<file path="src/rtl/aes_uart_frame_ctrl.sv">
// Frame controller between UART RX/TX and a combinational AES-128 core:
// collects key+plaintext, waits a fixed settle time, streams the ciphertext out.
module aes_uart_frame_ctrl #(
  parameter int unsigned SETTLE  = 4,
  parameter int unsigned TIMEOUT = 100000
) (
  input  logic         clk,
  input  logic         rst_n,
  input  logic [7:0]   rx_data,
  input  logic         rx_valid,
  output logic [127:0] aes_key,
  output logic [127:0] aes_in,
  input  logic [127:0] aes_out,
  output logic [7:0]   tx_data,
  output logic         tx_valid,
  input  logic         tx_ready,
  output logic         busy,
  output logic         done,
  output logic         err
);

  localparam int unsigned   TW          = (TIMEOUT > 2) ? $clog2(TIMEOUT) : 1;
  localparam logic [TW-1:0] TO_LAST     = TW'(TIMEOUT - 1);
  localparam logic [7:0]    SETTLE_INIT = 8'(SETTLE - 1);

  typedef enum logic [1:0] {
    S_RX   = 2'd0,
    S_WAIT = 2'd1,
    S_TX   = 2'd2
  } state_t;

  state_t state, state_next;

  // Only 31 bytes are ever held; the 32nd is taken straight from rx_data
  // when the key and plaintext registers are loaded.
  logic [247:0]  frame;
  logic [4:0]    byte_cnt;
  logic [TW-1:0] to_cnt;
  logic [7:0]    settle_cnt;
  logic [127:0]  ct;
  logic [3:0]    tx_cnt;

  logic rx_last;
  logic to_expire;
  logic tx_fire;
  logic tx_last;

  always_comb begin
    rx_last    = rx_valid && (byte_cnt == 5'd31);
    to_expire  = !rx_valid && (byte_cnt != 5'd0) && (to_cnt == TO_LAST);
    tx_fire    = tx_valid && tx_ready;
    tx_last    = tx_fire && (tx_cnt == 4'd15);
    state_next = state;
    busy       = 1'b0;
    case (state)
      S_RX: begin
        if (rx_last) state_next = S_WAIT;
      end
      S_WAIT: begin
        busy = 1'b1;
        if (settle_cnt == 8'd0) state_next = S_TX;
      end
      S_TX: begin
        busy = 1'b1;
        if (tx_last) state_next = S_RX;
      end
      default: state_next = S_RX;
    endcase
  end

  always_ff @(posedge clk or negedge rst_n) begin
    if (!rst_n) state <= S_RX;
    else        state <= state_next;
  end

  always_ff @(posedge clk or negedge rst_n) begin
    if (!rst_n) begin
      frame      <= '0;
      byte_cnt   <= '0;
      to_cnt     <= '0;
      settle_cnt <= '0;
      ct         <= '0;
      tx_cnt     <= '0;
      aes_key    <= '0;
      aes_in     <= '0;
      tx_data    <= '0;
      tx_valid   <= 1'b0;
      done       <= 1'b0;
      err        <= 1'b0;
    end else begin
      done <= 1'b0;
      err  <= 1'b0;
      case (state)
        S_RX: begin
          if (rx_valid) begin
            frame    <= {frame[239:0], rx_data};
            byte_cnt <= byte_cnt + 5'd1;
            to_cnt   <= '0;
            if (rx_last) begin
              aes_key    <= frame[247:120];
              aes_in     <= {frame[119:0], rx_data};
              settle_cnt <= SETTLE_INIT;
            end
          end else if (to_expire) begin
            byte_cnt <= '0;
            to_cnt   <= '0;
            err      <= 1'b1;
          end else if (byte_cnt != 5'd0) begin
            to_cnt <= to_cnt + TW'(1);
          end else begin
            to_cnt <= '0;
          end
        end
        S_WAIT: begin
          if (rx_valid) err <= 1'b1;
          if (settle_cnt == 8'd0) begin
            ct       <= aes_out;
            tx_data  <= aes_out[127:120];
            tx_valid <= 1'b1;
            tx_cnt   <= '0;
          end else begin
            settle_cnt <= settle_cnt - 8'd1;
          end
        end
        S_TX: begin
          if (rx_valid) err <= 1'b1;
          if (tx_fire) begin
            tx_cnt <= tx_cnt + 4'd1;
            if (tx_last) begin
              tx_valid <= 1'b0;
              tx_data  <= '0;
              done     <= 1'b1;
            end else begin
              ct      <= {ct[119:0], 8'h00};
              tx_data <= ct[119:112];
            end
          end
        end
        default: ;
      endcase
    end
  end

endmodule

</file>
<file path="config.mk">
export PLATFORM = sky130hd
export DESIGN_NAME = aes_uart_frame_ctrl
export DESIGN_NICKNAME = d
export VERILOG_FILES = /design/src/rtl/aes_uart_frame_ctrl.sv
export SDC_FILE = /design/constraint.sdc
export NUM_CORES = 1
export LEC_CHECK = 0
export ABC_AREA = 1
export BUFFER_PORTS_ARGS = -buffer_cell sky130_fd_sc_hd__buf_4
export CORE_MARGIN = 3
export CORE_UTILIZATION = 50
export DETAILED_ROUTE_END_ITERATION = 10
export PLACE_DENSITY = 0.7
export SLEW_MARGIN = 20
export SYNTH_ARGS = -nofsm -noshare
export SYNTH_HDL_FRONTEND = slang
export SYNTH_SLANG_ARGS = --single-unit
</file>
<file path="constraint.sdc">
create_clock -name clk -period 3.05 [get_ports clk]
set_input_delay 0.1525 -clock clk [delete_from_list [all_inputs] [get_ports clk]]
set_output_delay 0.1525 -clock clk [all_outputs]
set_load 0.02 [all_outputs]
</file>
# Yosys cells after proc, flatten, opt, wreduce, memory -nomap -nowiden
# Cells that the tools add are included.
# Widths: inputs -> output; s select.
[classes] add_sub_neg=4 eq_ne=12 mux=36 n_reduce_logical=21
[ops] operator="$mux 120" n=3
[ops] operator="$pmux 120 s2" n=1
[ops] operator="$mux 17" n=3
[ops] operator="$mux 8" n=6
[ops] operator="$pmux 8 s2" n=2
[ops] operator="$add 17x1->17 const B" n=1
[ops] operator="$eq 17x17->1 const B" n=1
[ops] operator="$ne 2x2->1 const B" n=7
[ops] operator="$reduce_and 4->1" n=3
[ops] operator="$mux 1" n=10
[ops] operator="$mux 5" n=2
[ops] operator="$reduce_and 3->1" n=3
[ops] operator="$logic_not 8->1" n=1
[ops] operator="$mux 4" n=2
[ops] operator="$pmux 4 s2" n=1
[ops] operator="$sub 8x1->8 const B" n=1
[ops] operator="$mux 2" n=3
[ops] operator="$pmux 2 s3" n=1
[ops] operator="$reduce_bool 2->1" n=3
[ops] operator="$add 5x1->5 const B" n=1
[ops] operator="$eq 5x5->1 const B" n=1
[ops] operator="$logic_and 1x1->1" n=5
[ops] operator="$reduce_bool 5->1" n=1
[ops] operator="$add 4x1->4 const B" n=1
[ops] operator="8 further kinds" n=10
[totals] ff_bits=671 input_bits=140 output_inout_bits=268

# Depth between registers and ports, before layout
[depth] word_depth=6 mapped_depth=11 mapped_depth_nobuf=10

# Worst setup path before layout
# Ideal clock, no wire load.
[synth_timing] path_type="register to register" from="register byte_cnt[0]" to="register aes_key[10]" setup_time_ns=0.125 arrival_ns=1.738 t_required_ns=2.925 slack_ns=1.187 stages_incl_launch_ff=10 n_path_buf=2 cell_sequence="dfrtp_1 ha_1 nand2_1 nor2_1 ha_1 nand2_1 nor2_2 buf_2 buf_4 mux2_2"
[synth_between] elab_chain_cells=3
[synth_lines] item="from (decl)" line="37" source="logic [4:0] byte_cnt;"
[synth_lines] item="from (signal assigned)" line="97" source="byte_cnt <= byte_cnt + 5'd1;"
[synth_lines] item="$eq 5x5->1" line="49" source="rx_last = rx_valid && (byte_cnt == 5'd31);"
[synth_lines] item="$logic_and 1x1->1" line="49"
[synth_lines] item="$reduce_and 3->1 (no line)"
[synth_lines] item="to (signal assigned)" line="100" source="aes_key <= frame[247:120];"
[synth_lines] item="to (decl)" line="11" source="output logic [127:0] aes_key,"
# No other way between the ends.
# A chain may end at the register's enable or synchronous reset.

# Worst setup path after layout
[layout_timing] from="register byte_cnt[1]" to="register aes_in[16]"
[layout_between] elab_chain_cells=3
[layout_lines] item="$eq 5x5->1" line="49"
[layout_lines] item="$logic_and 1x1->1" line="49"
[layout_lines] item="$reduce_and 3->1 (no line)"
[layout_lines] item="to (signal assigned)" line="101" source="aes_in <= {frame[119:0], rx_data};"
[layout_lines] item="to (decl)" line="12" source="output logic [127:0] aes_in,"
# No other way between the ends.

==> out/results.ini <==
[critical_path]
crit_arrival_ns = 2.80
cp_data_required_time_ns = 3.52
critPathCaptureType = register
cp_cell_sequence = ha_1 -> nand2_1 -> nor2_1 -> ha_1 -> nand2_1 -> nor2_4 -> buf_12 -> buf_12 -> mux2_2
worst_path_largest_cell_delay_ns = 0.40
cp-start-kind = register
cp_top_family = buffers and inverters
criticalPathCategory = register to register
r2r_cells = 9
cpMaxStageDelayCell = dfrtp_1
endpoint = aes_in[16]$_DFFE_PN0P_
r2r_end = aes_in[16]$_DFFE_PN0P_
reg2reg_slack_ns = 0.72
path_buf_inv = 2
path_depth = 9
reg2reg_from = byte_cnt[1]$_DFFE_PN0P_
critPathMaxFanout = 38
crit_start = byte_cnt[1]$_DFFE_PN0P_

[grt]
grt_first_pass_wirelength_um = 122000
antenna_found_initial = 4
grt_usage_pct = 25.5
gr-total-overflow = 0
grt_max_degree = 129
grt_pass1_vias = 22700

[timing]
setup_ws_ns = 0.724
finClkSkew_ns = 0.0257
rsz0062_at_grt = no
max_freq_mhz = 430
setup_viol = 0
period_needed_ns = 2.33
final-hold-violation-count = 0
finalSetupTns_ns = 0
slew_violations = 0
tightest_slew_ns = 0.887
post-route-period-util_pct = 76.2
slew-limit-headroom_pct = 40.9

[floorplan]
die_area_sq_um = 58700
start_util_pct = 51.2
io_pins = 408
placementRows = 85
core_area_sq_um = 54600
die_h_um = 242
dieWidth_um = 242

[clock_network]
cts_setup_buffers = 0
clk_pin_slew_worst_paths_ns = 0.06
cts_buffers = 71
ctsRootBufferMaster = clkbuf_16
clock_latency_ns = 0.61
ctsLongestPathBuffers = 3
cts_max_level = 3
cts_tree = yes
clock-sinks = 671

[power_and_ir_drop]
power.internal_mw = 18.5
power.share.switching_pct = 35.7
p_clk_share_pct = 30.1
switching_power_mw = 10.2
p_total_mw = 28.7
power_density_nw_per_um2 = 809
p_seq_share_pct = 43.4
ir_drop_mv = 0.655
combPwrFrac_pct = 26.5
p_leak_nw = 19.6

[logic_synthesis]
avgSynthCellArea_sq_um = 9.62
ys_warn_count = 0
synth-seq-cells = 671
yosysUniqueCellTypes = 32
ys_seq_area_share_pct = 60.2
synth_flop_cell = dfrtp_1
synth_cells = 2901
synthesis.nets = 3052
synth-edff-count = 0
synth_area_sq_um = 27900
async_flop_share_pct = 100

[placed_design]
post-dp-hpwl_um = 46600
place_area_sq_um = 31700
portBuffers = 407
globalplace.congestion = 0.838
pre_cts_ws_ns = 0.713

[routing]
via_count = 22100
wire_per_inst_um = 17.8
vias_per_cell = 5.25
antenna_left = 0
drt_iter0_drc = 1834
first_pass_iters = 5
drt-total-wl_um = 74900
route.detailed.drc = 0

[cells_and_area]
drive_above_1_share_pct = 21.2
post-route-util_pct = 65.0
fin_nets = 3553
fin_area_sq_um = 35500
area_growth_pct = 27.1
fillers = 4218

[outcome]
status = finished, final reports clean

[run]
cap_viol_max_count = 0

[worst_hold_path]
hold_class = input pin to asynchronous set/reset pin

==> power groups by stage <==
stage	registers, mW	clock network [mW]	logic, mW
2_1_floorplan	12.2	0	5.42
3_3_place_gp	12.5	0	7.12
3_5_place_dp	12.6	0	7.38
4_1_cts	12.4	8.82	7.58
5_1_grt	12.7	9.22	8.61
6_report	12.4	8.65	7.61
==> placed cells by master, fill, tap and decap left out, types with 30 or more instances in the layout <==
cell type,synthesis,layout
nand2_1,1457,1456
dfrtp_1,671,671
buf_4,21,436
mux2_2,144,144
dlygate4sd3_1,0,139
nand4_1,128,128
mux2_1,111,111
clkbuf_16,0,72
nor2_1,55,55
inv_1,54,54
nand3_1,36,36
o21ai_0,30,30
==> worst min-delay path by stage <==
| stage | from | slack (ns) | depth (start not counted) | end |
|---|---|---|---|---|
| global route | rst_n | 0.22 | 2 | aes_in[109]$_DFFE_PN0P_ |
| CTS | rst_n | 0.17 | 2 | aes_in[109]$_DFFE_PN0P_ |
| floorplan | rst_n | -0.14 | 0 | aes_in[0]$_DFFE_PN0P_ |
| finish | rst_n | 0.16 | 2 | aes_in[102]$_DFFE_PN0P_ |
| detailed placement | rst_n | 0.24 | 1 | aes_in[109]$_DFFE_PN0P_ |
| global placement | rst_n | 0.24 | 1 | aes_in[109]$_DFFE_PN0P_ |
==> synthesized netlist by cell type (all sizes together), types with 5 or more instances <==
cell type / number / share of area, %
a21oi: 5 / 0.090
nor2: 57 / 0.80
nand4: 128 / 2.9
buf: 104 / 2.2
nand3: 37 / 0.68
ha: 11 / 0.49
inv: 60 / 0.81
clkbuf: 65 / 0.87
mux2: 255 / 10
nand2: 1461 / 20
o21ai: 32 / 0.59
dfrtp: 671 / 60
==> cell families after synthesis <==
family / after synthesis / synth area share (%)
and+or+nand+nor: 1687 / 24.1
DFF: 671 / 60.2
muxes: 255 / 10.3
buffers and inverters: 229 / 3.93
AOI/OAI and AO/OA: 43 / 0.834
adders and majority gates: 11 / 0.493
xor gates and xnor gates: 5 / 0.157
==> through the flow <==
step | hold WS [ns] | instances
6_report | 0.157 | 4201
5_1_grt | 0.220 | 4199
4_1_cts | 0.172 | 4195
3_5_place_dp | 0.244 | 3929
3_3_place_gp | 0.242 | 3929
2_1_floorplan | -0.143 | 2901
==> cell type report <==
class | count | area [sq um] | area share (%)
Sequential cell | 671 | 16800 | 47.3
Timing Repair Buffer | 597 | 5100 | 14.4
Inverter | 60 | 234 | 0.660
Antenna cell | 6 | 15.0 | 0.0423
Multi-Input combinational cell | 2001 | 10100 | 28.4
Clock buffer | 101 | 2050 | 5.78
Clock inverter | 26 | 295 | 0.832
Tap cell | 739 | 925 | 2.61
==> per-layer routing <==
metal / vias up / routed length [um] / track usage (%)
met4: 0 / 2920 / 10.8
li1: 10300 / - / -
met2: 733 / 35200 / 40.6
met3: 193 / 5620 / 6.90
met1: 10900 / 31200 / 33.0
met5: - / 0 / 0
==> flip-flops by register name (all words and copies together), names as in the netlist, 5 cells and up <==
| signal | flops |
|---|---|
| aes_in | 128 |
| aes_key | 128 |
| byte_cnt | 5 |
| ct | 120 |
| frame | 248 |
| settle_cnt | 8 |
| to_cnt | 17 |
| tx_data | 8 |
==> what timing repair did <==
action | CTS | global route
resized for setup | 0 | 0
hold endpoints to repair | 212 | 0
hold buffers | 139 | 0
(Power assumes the default switching activity.)
